<file path="src/rtl/rvx10_ctrl_pkg.sv">
// rvx10_ctrl_pkg: state, opcode and datapath-select encodings for the multicycle controller
package rvx10_ctrl_pkg;
    typedef enum logic [3:0] {
        FETCH    = 4'd0,
        DECODE   = 4'd1,
        MEMADR   = 4'd2,
        MEMREAD  = 4'd3,
        MEMWB    = 4'd4,
        MEMWRITE = 4'd5,
        EXECR    = 4'd6,
        EXECI    = 4'd7,
        ALUWB    = 4'd8,
        BEQ      = 4'd9,
        JAL      = 4'd10,
        LUI      = 4'd11,
        TRAP     = 4'd12
    } state_t;
    localparam logic [6:0] OP_LOAD    = 7'b0000011;
    localparam logic [6:0] OP_STORE   = 7'b0100011;
    localparam logic [6:0] OP_RTYPE   = 7'b0110011;
    localparam logic [6:0] OP_ITYPE   = 7'b0010011;
    localparam logic [6:0] OP_BRANCH  = 7'b1100011;
    localparam logic [6:0] OP_JAL     = 7'b1101111;
    localparam logic [6:0] OP_LUI     = 7'b0110111;
    localparam logic [6:0] OP_CUSTOM0 = 7'b0001011;
    localparam logic [1:0] ALUOP_ADD  = 2'b00;
    localparam logic [1:0] ALUOP_SUB  = 2'b01;
    localparam logic [1:0] ALUOP_RFN  = 2'b10;
    localparam logic [1:0] ALUOP_IFN  = 2'b11;
    localparam logic [1:0] RES_ALUOUT = 2'b00;
    localparam logic [1:0] RES_DATA   = 2'b01;
    localparam logic [1:0] RES_ALURES = 2'b10;
    localparam logic [1:0] SRCA_PC    = 2'b00;
    localparam logic [1:0] SRCA_OLDPC = 2'b01;
    localparam logic [1:0] SRCA_RS1   = 2'b10;
    localparam logic [1:0] SRCA_ZERO  = 2'b11;
    localparam logic [1:0] SRCB_RS2   = 2'b00;
    localparam logic [1:0] SRCB_IMM   = 2'b01;
    localparam logic [1:0] SRCB_FOUR  = 2'b10;
endpackage

</file>
<file path="src/rtl/ctrl_outdec.sv">
// ctrl_outdec: Moore decode of controller state into datapath strobes and selects
module ctrl_outdec
    import rvx10_ctrl_pkg::*;
(
    input  logic       i_run,
    input  state_t     i_state,
    input  logic       i_rdy,
    input  logic [6:0] i_op,
    output logic       o_mem_req,
    output logic       o_pcupdate,
    output logic       o_branch,
    output logic       o_adrsrc,
    output logic       o_irwrite,
    output logic       o_memwrite,
    output logic       o_regwrite,
    output logic [1:0] o_resultsrc,
    output logic [1:0] o_alusrca,
    output logic [1:0] o_alusrcb,
    output logic [1:0] o_aluop,
    output logic       o_custom,
    output logic       o_illegal
);
    // i_run low (reset held) suppresses every output, so FETCH decodes cannot leak out
    always_comb begin
        o_mem_req   = 1'b0;
        o_pcupdate  = 1'b0;
        o_branch    = 1'b0;
        o_adrsrc    = 1'b0;
        o_irwrite   = 1'b0;
        o_memwrite  = 1'b0;
        o_regwrite  = 1'b0;
        o_resultsrc = RES_ALUOUT;
        o_alusrca   = SRCA_PC;
        o_alusrcb   = SRCB_RS2;
        o_aluop     = ALUOP_ADD;
        o_custom    = 1'b0;
        o_illegal   = 1'b0;
        if (i_run)
            case (i_state)
                FETCH: begin
                    o_mem_req   = 1'b1;
                    o_alusrcb   = SRCB_FOUR;
                    o_resultsrc = RES_ALURES;
                    o_irwrite   = i_rdy;
                    o_pcupdate  = i_rdy;
                end
                DECODE: begin
                    o_alusrca = SRCA_OLDPC;
                    o_alusrcb = SRCB_IMM;
                end
                MEMADR: begin
                    o_alusrca = SRCA_RS1;
                    o_alusrcb = SRCB_IMM;
                end
                MEMREAD: begin
                    o_mem_req = 1'b1;
                    o_adrsrc  = 1'b1;
                end
                MEMWB: begin
                    o_resultsrc = RES_DATA;
                    o_regwrite  = 1'b1;
                end
                MEMWRITE: begin
                    o_mem_req  = 1'b1;
                    o_adrsrc   = 1'b1;
                    o_memwrite = i_rdy;
                end
                EXECR: begin
                    o_alusrca = SRCA_RS1;
                    o_aluop   = ALUOP_RFN;
                    o_custom  = i_op == OP_CUSTOM0;
                end
                EXECI: begin
                    o_alusrca = SRCA_RS1;
                    o_alusrcb = SRCB_IMM;
                    o_aluop   = ALUOP_IFN;
                end
                ALUWB: o_regwrite = 1'b1;
                BEQ: begin
                    o_alusrca = SRCA_RS1;
                    o_aluop   = ALUOP_SUB;
                    o_branch  = 1'b1;
                end
                JAL: begin
                    o_alusrca  = SRCA_OLDPC;
                    o_alusrcb  = SRCB_FOUR;
                    o_pcupdate = 1'b1;
                end
                LUI: begin
                    o_alusrca = SRCA_ZERO;
                    o_alusrcb = SRCB_IMM;
                end
                TRAP: o_illegal = 1'b1;
                default: ;
            endcase
    end
endmodule

</file>
<file path="src/rtl/multicycle_ctrl.sv">
// multicycle_ctrl: multicycle RV32 control FSM with optional RVX10 custom op and memory handshake
module multicycle_ctrl
    import rvx10_ctrl_pkg::*;
#(
    parameter bit RVX10_EN = 1'b1,
    parameter bit MEM_HS   = 1'b1
) (
    input  logic       clk,
    input  logic       reset,
    input  logic [6:0] op,
    input  logic       mem_ready,
    output logic       mem_req,
    output logic       pcupdate,
    output logic       branch,
    output logic       adrsrc,
    output logic       irwrite,
    output logic       memwrite,
    output logic       regwrite,
    output logic [1:0] resultsrc,
    output logic [1:0] alusrca,
    output logic [1:0] alusrcb,
    output logic [1:0] aluop,
    output logic       custom,
    output logic       illegal,
    output logic [3:0] state_o
);
    state_t r_state;
    state_t w_next;
    logic   w_rdy;
    assign w_rdy   = MEM_HS ? mem_ready : 1'b1;
    assign state_o = r_state;
    always_ff @(posedge clk or negedge reset)
        if (!reset) r_state <= FETCH;
        else        r_state <= w_next;
    always_comb begin
        w_next = FETCH;
        case (r_state)
            FETCH:    w_next = w_rdy ? DECODE : FETCH;
            DECODE:
                case (op)
                    OP_LOAD, OP_STORE: w_next = MEMADR;
                    OP_RTYPE:          w_next = EXECR;
                    OP_ITYPE:          w_next = EXECI;
                    OP_BRANCH:         w_next = BEQ;
                    OP_JAL:            w_next = JAL;
                    OP_LUI:            w_next = LUI;
                    OP_CUSTOM0:        w_next = RVX10_EN ? EXECR : TRAP;
                    default:           w_next = TRAP;
                endcase
            MEMADR:   w_next = op == OP_LOAD ? MEMREAD : MEMWRITE;
            MEMREAD:  w_next = w_rdy ? MEMWB : MEMREAD;
            MEMWRITE: w_next = w_rdy ? FETCH : MEMWRITE;
            EXECR, EXECI, JAL, LUI: w_next = ALUWB;
            TRAP:     w_next = TRAP;
            default:  w_next = FETCH;
        endcase
    end
    ctrl_outdec u_outdec (
        .i_run       (reset),
        .i_state     (r_state),
        .i_rdy       (w_rdy),
        .i_op        (op),
        .o_mem_req   (mem_req),
        .o_pcupdate  (pcupdate),
        .o_branch    (branch),
        .o_adrsrc    (adrsrc),
        .o_irwrite   (irwrite),
        .o_memwrite  (memwrite),
        .o_regwrite  (regwrite),
        .o_resultsrc (resultsrc),
        .o_alusrca   (alusrca),
        .o_alusrcb   (alusrcb),
        .o_aluop     (aluop),
        .o_custom    (custom),
        .o_illegal   (illegal)
    );
endmodule
</file>
<file path="config.mk">
export PLATFORM = sky130hd
export DESIGN_NAME = multicycle_ctrl
export DESIGN_NICKNAME = d
export VERILOG_FILES = /design/src/rtl/rvx10_ctrl_pkg.sv /design/src/rtl/ctrl_outdec.sv /design/src/rtl/multicycle_ctrl.sv
export SDC_FILE = /design/constraint.sdc
export NUM_CORES = 1
export LEC_CHECK = 0
export BUFFER_PORTS_ARGS = -buffer_cell sky130_fd_sc_hd__buf_2
export CAP_MARGIN = 5
export CORE_MARGIN = 2
export CORE_UTILIZATION = 49
export CTS_CLUSTER_SIZE = 14
export DETAILED_ROUTE_END_ITERATION = 6
export HOLD_SLACK_MARGIN = 0.05
export PLACE_DENSITY_LB_ADDON = 0.15
export SLEW_MARGIN = 20
export SYNTH_ARGS = -nofsm -noshare
export SYNTH_HDL_FRONTEND = slang
export SYNTH_SLANG_ARGS = --single-unit
</file>
<file path="constraint.sdc">
create_clock -name clk -period 2.4 [get_ports clk]
set_clock_uncertainty 0.1 [all_clocks]
set_input_delay 0.36 -clock clk [delete_from_list [all_inputs] [get_ports clk]]
set_output_delay 0.36 -clock clk [all_outputs]
set_load 0.005 [all_outputs]
</file>
---- Yosys cells after proc, flatten, opt, wreduce, memory -nomap -nowiden ----
Cells that the tools add are included.
word-level totals
  output and inout bits ................... 21
  input port bits ......................... 10
  flip-flop bits (word level) ............. 4
cells by class
  reductions and logical operators ........ 11
  equal/unequal tests ..................... 20
  mux-type cells .......................... 32
operator list
  operator                                        number
  one-hot mux 4 bit (7 select lines)              1
  one-hot mux 4 bit (6 select lines)              1
  == test 7 x 6 -> 1 bit (second input constant)  3
  == test 4 bit (second input constant)           5
  two-way mux 1 bit                               18
  == test 4 x 3 -> 1 bit (second input constant)  4
  == test 7 bit (second input constant)           2
  one-hot mux 2 bit (3 select lines)              2
  OR reduction 2 bit                              6
  OR reduction 4 bit                              3
  two-way mux 3 bit                               3
  == test 4 x 2 -> 1 bit (second input constant)  2
  two-way mux 2 bit                               4
  one-hot mux 2 bit (2 select lines)              2
  == test 7 x 2 -> 1 bit (second input constant)  1
  == test 7 x 4 -> 1 bit (second input constant)  1
  == test 7 x 5 -> 1 bit (second input constant)  1
  == test 4 x 1 -> 1 bit (second input constant)  1
  logical NOT 4 bit                               1
  OR reduction 3 bit                              1
  one-hot mux 1 bit (2 select lines)              1

---- Depth between registers and ports, before layout ----
  word-level depth ........................ 4
  gate-level depth with buffers ........... 5

---- Cells and area by module ----
Synthesis repeated with hierarchy kept, for this count alone.
unflattened totals
  cells, all modules ...................... 90
  area, all modules ....................... 718.2 um2
by module, submodules not included
  module           cells each  area each (um2)  instances  sequential area each (um2)
  multicycle_ctrl  47          419.2            1          100.1
  ctrl_outdec      43          299.0            1          0.0

---- Least setup slack after synthesis ----
Ideal clock, no wire load.
  path type ............................... register -> output
  from .................................... register r_state[0], in the netlist state_o[0]
  to ...................................... output mem_req
  arrival time ............................ 1.246 ns
  data required time ...................... 1.940 ns
  setup slack ............................. 0.694 ns
  cell stages (with the launch flop) ...... 5
  cells stage by stage .................... dfrtp_1 -> clkbuf_1 -> nand2_1 -> nor3b_1 -> or2_2
between the ends
  word-level cells in the longest chain between the ends .. 4
ends and longest elaborated chain
  item                                                  line                   RTL
  from (decl)                                           multicycle_ctrl.sv:27  state_t r_state;
  from (signal assigned)                                multicycle_ctrl.sv:34  else r_state <= w_next;
  == test 4 x 2 -> 1 bit, or another cell as far along  ctrl_outdec.sv:39      case (i_state)
  OR reduction 3 bit (no source line) *                 n/a
  two-way mux 1 bit *                                   ctrl_outdec.sv:39
  two-way mux 1 bit *                                   ctrl_outdec.sv:38      if (i_run)
  to (decl)                                             multicycle_ctrl.sv:12  output logic mem_req,
Mark *: on every way between the ends. The rest lies on a longest branch, timed or not.

---- Worst setup path in the final report ----
  from .................................... input reset
  to ...................................... output mem_req
between the ends
  word-level cells in the longest chain between the ends .. 1
ends and longest elaborated chain
  item               line                  RTL
  from (decl)        multicycle_ctrl.sv:9  input logic reset,
  two-way mux 1 bit  ctrl_outdec.sv:38
Every way passes these cells.

==> out/metrics.csv <==
metric,value,unit
status,"complete, no violations",
path_max_fanout,12,
worstMarginPinSlew,0.536,ns
crit_chain,dlygate4sd3_1 -> buf_2 -> nand2_1 -> nor3_1 -> or2_2 -> buf_2,
io_buffers,30,
ir_drop,700,uV
rows,13,
crit_end,mem_req,
cp.required,1.94,ns
grt_first_pass_wirelength,2600,um
synthCells,97,
r2r_slack,0.69,ns
grt_max_degree,19,
cp-start-kind,input pin,
drt_iter0_drc,15,
hold_class,input pin to flop,
grt_pass1_vias,597,
crit_path_top_delay_cell,dlygate4sd3_1,
cp_num_buf_inv,3,
synth_top_flop_cell,dfrtp_1,
yosysSeqAreaShare,15.0,%
core,0.00128,mm2
worstReg2RegEnd,state_o[0],
start_util,52.0,%
worstRegToRegCells,4,
setup_tns,0,ns
area_growth,23.4,%
synth_seq_cells,4,
fin_hold_ws,0.356,ns
async_flop_share,100,%
synth_edf_count,0,
placement.cell_area,792,um2
clk_latency,0.23,ns
track_usage,22.9,%
place_congestion,0.808,
num_io_pins,31,
antenna_found_initial,0,
die-width,40.9,um
max_slew_margin,64.3,%
dieArea,0.00167,mm2
hold_path_depth,3,
timing.fmax,458,MHz
worstPathArrival,1.72,ns
grt_overflow,0,
clock_path_buffers,2,
cts_sinks,4,
synth.distinct_cells,38,
drt_wl_total,1710,um
hpwl,1270,um
crit_family,buffers and inverters,
die_h,40.9,um
leakagePower,0.431,nW
synth.net_count,107,
startpoint,reset,
fillCellCount,125,
multi_input_comb_area,508,um2
syn_area,668,um2
drc,0,
crit_type,input pin to output port,
cp_num_cells,6,
power_density,704,mW/mm2
vias_per_cell,5.96,
wl_per_cell,12.4,um
synth_top_cell_by_area,dfrtp_1,
tritoncts,built,
finalInstanceArea,825,um2
maxCapViolCount,0,
clockRootBuffer,clkbuf_4,
finalHoldViolations,0,
ctsHtreeMaxLevel,1,
fin_nets,134,
largest_reg_flops,4,
setup_viol,0,
diodes,0,
fin_crit_sh,91.0,%
end_kind,output port,
drive_above_1_share,28.7,%
grt_setup_unrepaired,false,
post_cts_buffers,0,
vias,816,
synth_top_area_share,15.0,%
period_minus_slack,2.18,ns
final-seq-area,100,um2
regToRegStartpoint,state_o[0],
ant_nets,0,
yosys_warnings,0,
synth.avg_cell_area,6.89,um2
final_max_slew_viol_count,0,
firstDrtPassIters,4,
cts_resized,0,
slowest_delay,0.53,ns
netlist_top_cells_area,"dfrtp_1, mux2i_1, nand2_1, nor2b_1, nor3_1",
crit_top_cell,buf_2,
cts_buffers,3,
clk_pin_slew,0.04,ns
==> final cells by class <==
class                   count  share of cell area [%]
inverters                   4                    1.82
repair buffers             31                    19.4
multi-input cells          80                    61.6
well taps                  15                    2.28
clock buffers               3                    2.73
flip-flops and latches      4                    12.1
==> timing repair <==
action / in CTS / in global routing
hold buffers: 1 / 0
endpoints found under the setup margin: 0 / 0
hold endpoints to repair: 4 / 0
==> cells in the mapped netlist (2+ instances only) <==
cell      count
dfrtp_1       4
nor4_1        2
buf_2         3
nand2b_1      3
clkbuf_1      5
mux2i_1       4
and3_1        2
a21oi_1       3
o32a_1        2
inv_1         4
o21ai_0       2
a21boi_0      2
a21o_1        2
nor2_1        9
or3_1         2
o32ai_1       4
or2_2         2
xor2_1        2
nor3_1        7
nor2b_1       6
nand2_1      10
==> cell families after synthesis <==
family	synth area share (%)
AND/OR/NAND/NOR	41.4
AO/OA/AOI/OAI	24.7
XOR/XNOR	3.93
multiplexers	5.99
buffers and inverters	8.99
flip-flops	15.0
==> stage by stage <==
step	power, mW	std cells	setup slack, ns	util, %
finish	0.581	137	0.216	64.2
CTS	0.584	137	0.206	64.2
global route	0.645	137	0.0479	64.2
global placement	0.494	133	0.468	61.6
floorplan	0.389	97	0.695	-
detailed placement	0.496	133	0.454	61.6
==> how the worst min path moves through the flow <==
stage / start / endpoint / slack [ns]
after detailed placement: reset / state_o[3] / 0.12
after global placement: reset / state_o[3] / 0.11
after floorplan: reset / state_o[0] / -0.04
after CTS: op[0] / state_o[0] / 0.35
final: op[0] / state_o[0] / 0.36
after global routing: op[0] / state_o[2] / 0.36
==> routing by layer <==
metal  GRT usage (%)  wire length (um)
met2            38.7               848
met5               0                 0
met3            7.61               125
met1            28.8               713
met4            2.50                17
==> worst min-delay path, delay by kind of cell <==
family | cells | cell delay (ns)
simple gates | 1 | 0.08
compound gates | 1 | 0.09
buf+inv | 1 | 0.11
==> where the power goes <==
group | switching (mW) | total [mW] | internal (mW)
sequential | 0.0843 | 0.172 | 0.0872
combinational | 0.161 | 0.327 | 0.166
clock | 0.0261 | 0.0819 | 0.0558
total | 0.271 | 0.581 | 0.309
==> cell usage in the layout, fill, tap and decap left out, drive strengths merged, types with 2 or more instances in the layout <==
cell type  synthesis  routed
and3               2       2
a21o               2       2
o21ai              2       2
nor2b              6       6
a21boi             2       2
nor4               2       2
mux2i              4       4
xor2               2       2
o32ai              4       4
nor2               9       9
a21oi              3       3
or2                2       2
dfrtp              4       4
inv                4       4
o32a               2       2
nor3               7       7
or3                2       2
clkbuf             5       3
buf                4      30
nand2             10      10
nand2b             3       3
Note: power is estimated with default switching activity, not from simulation.
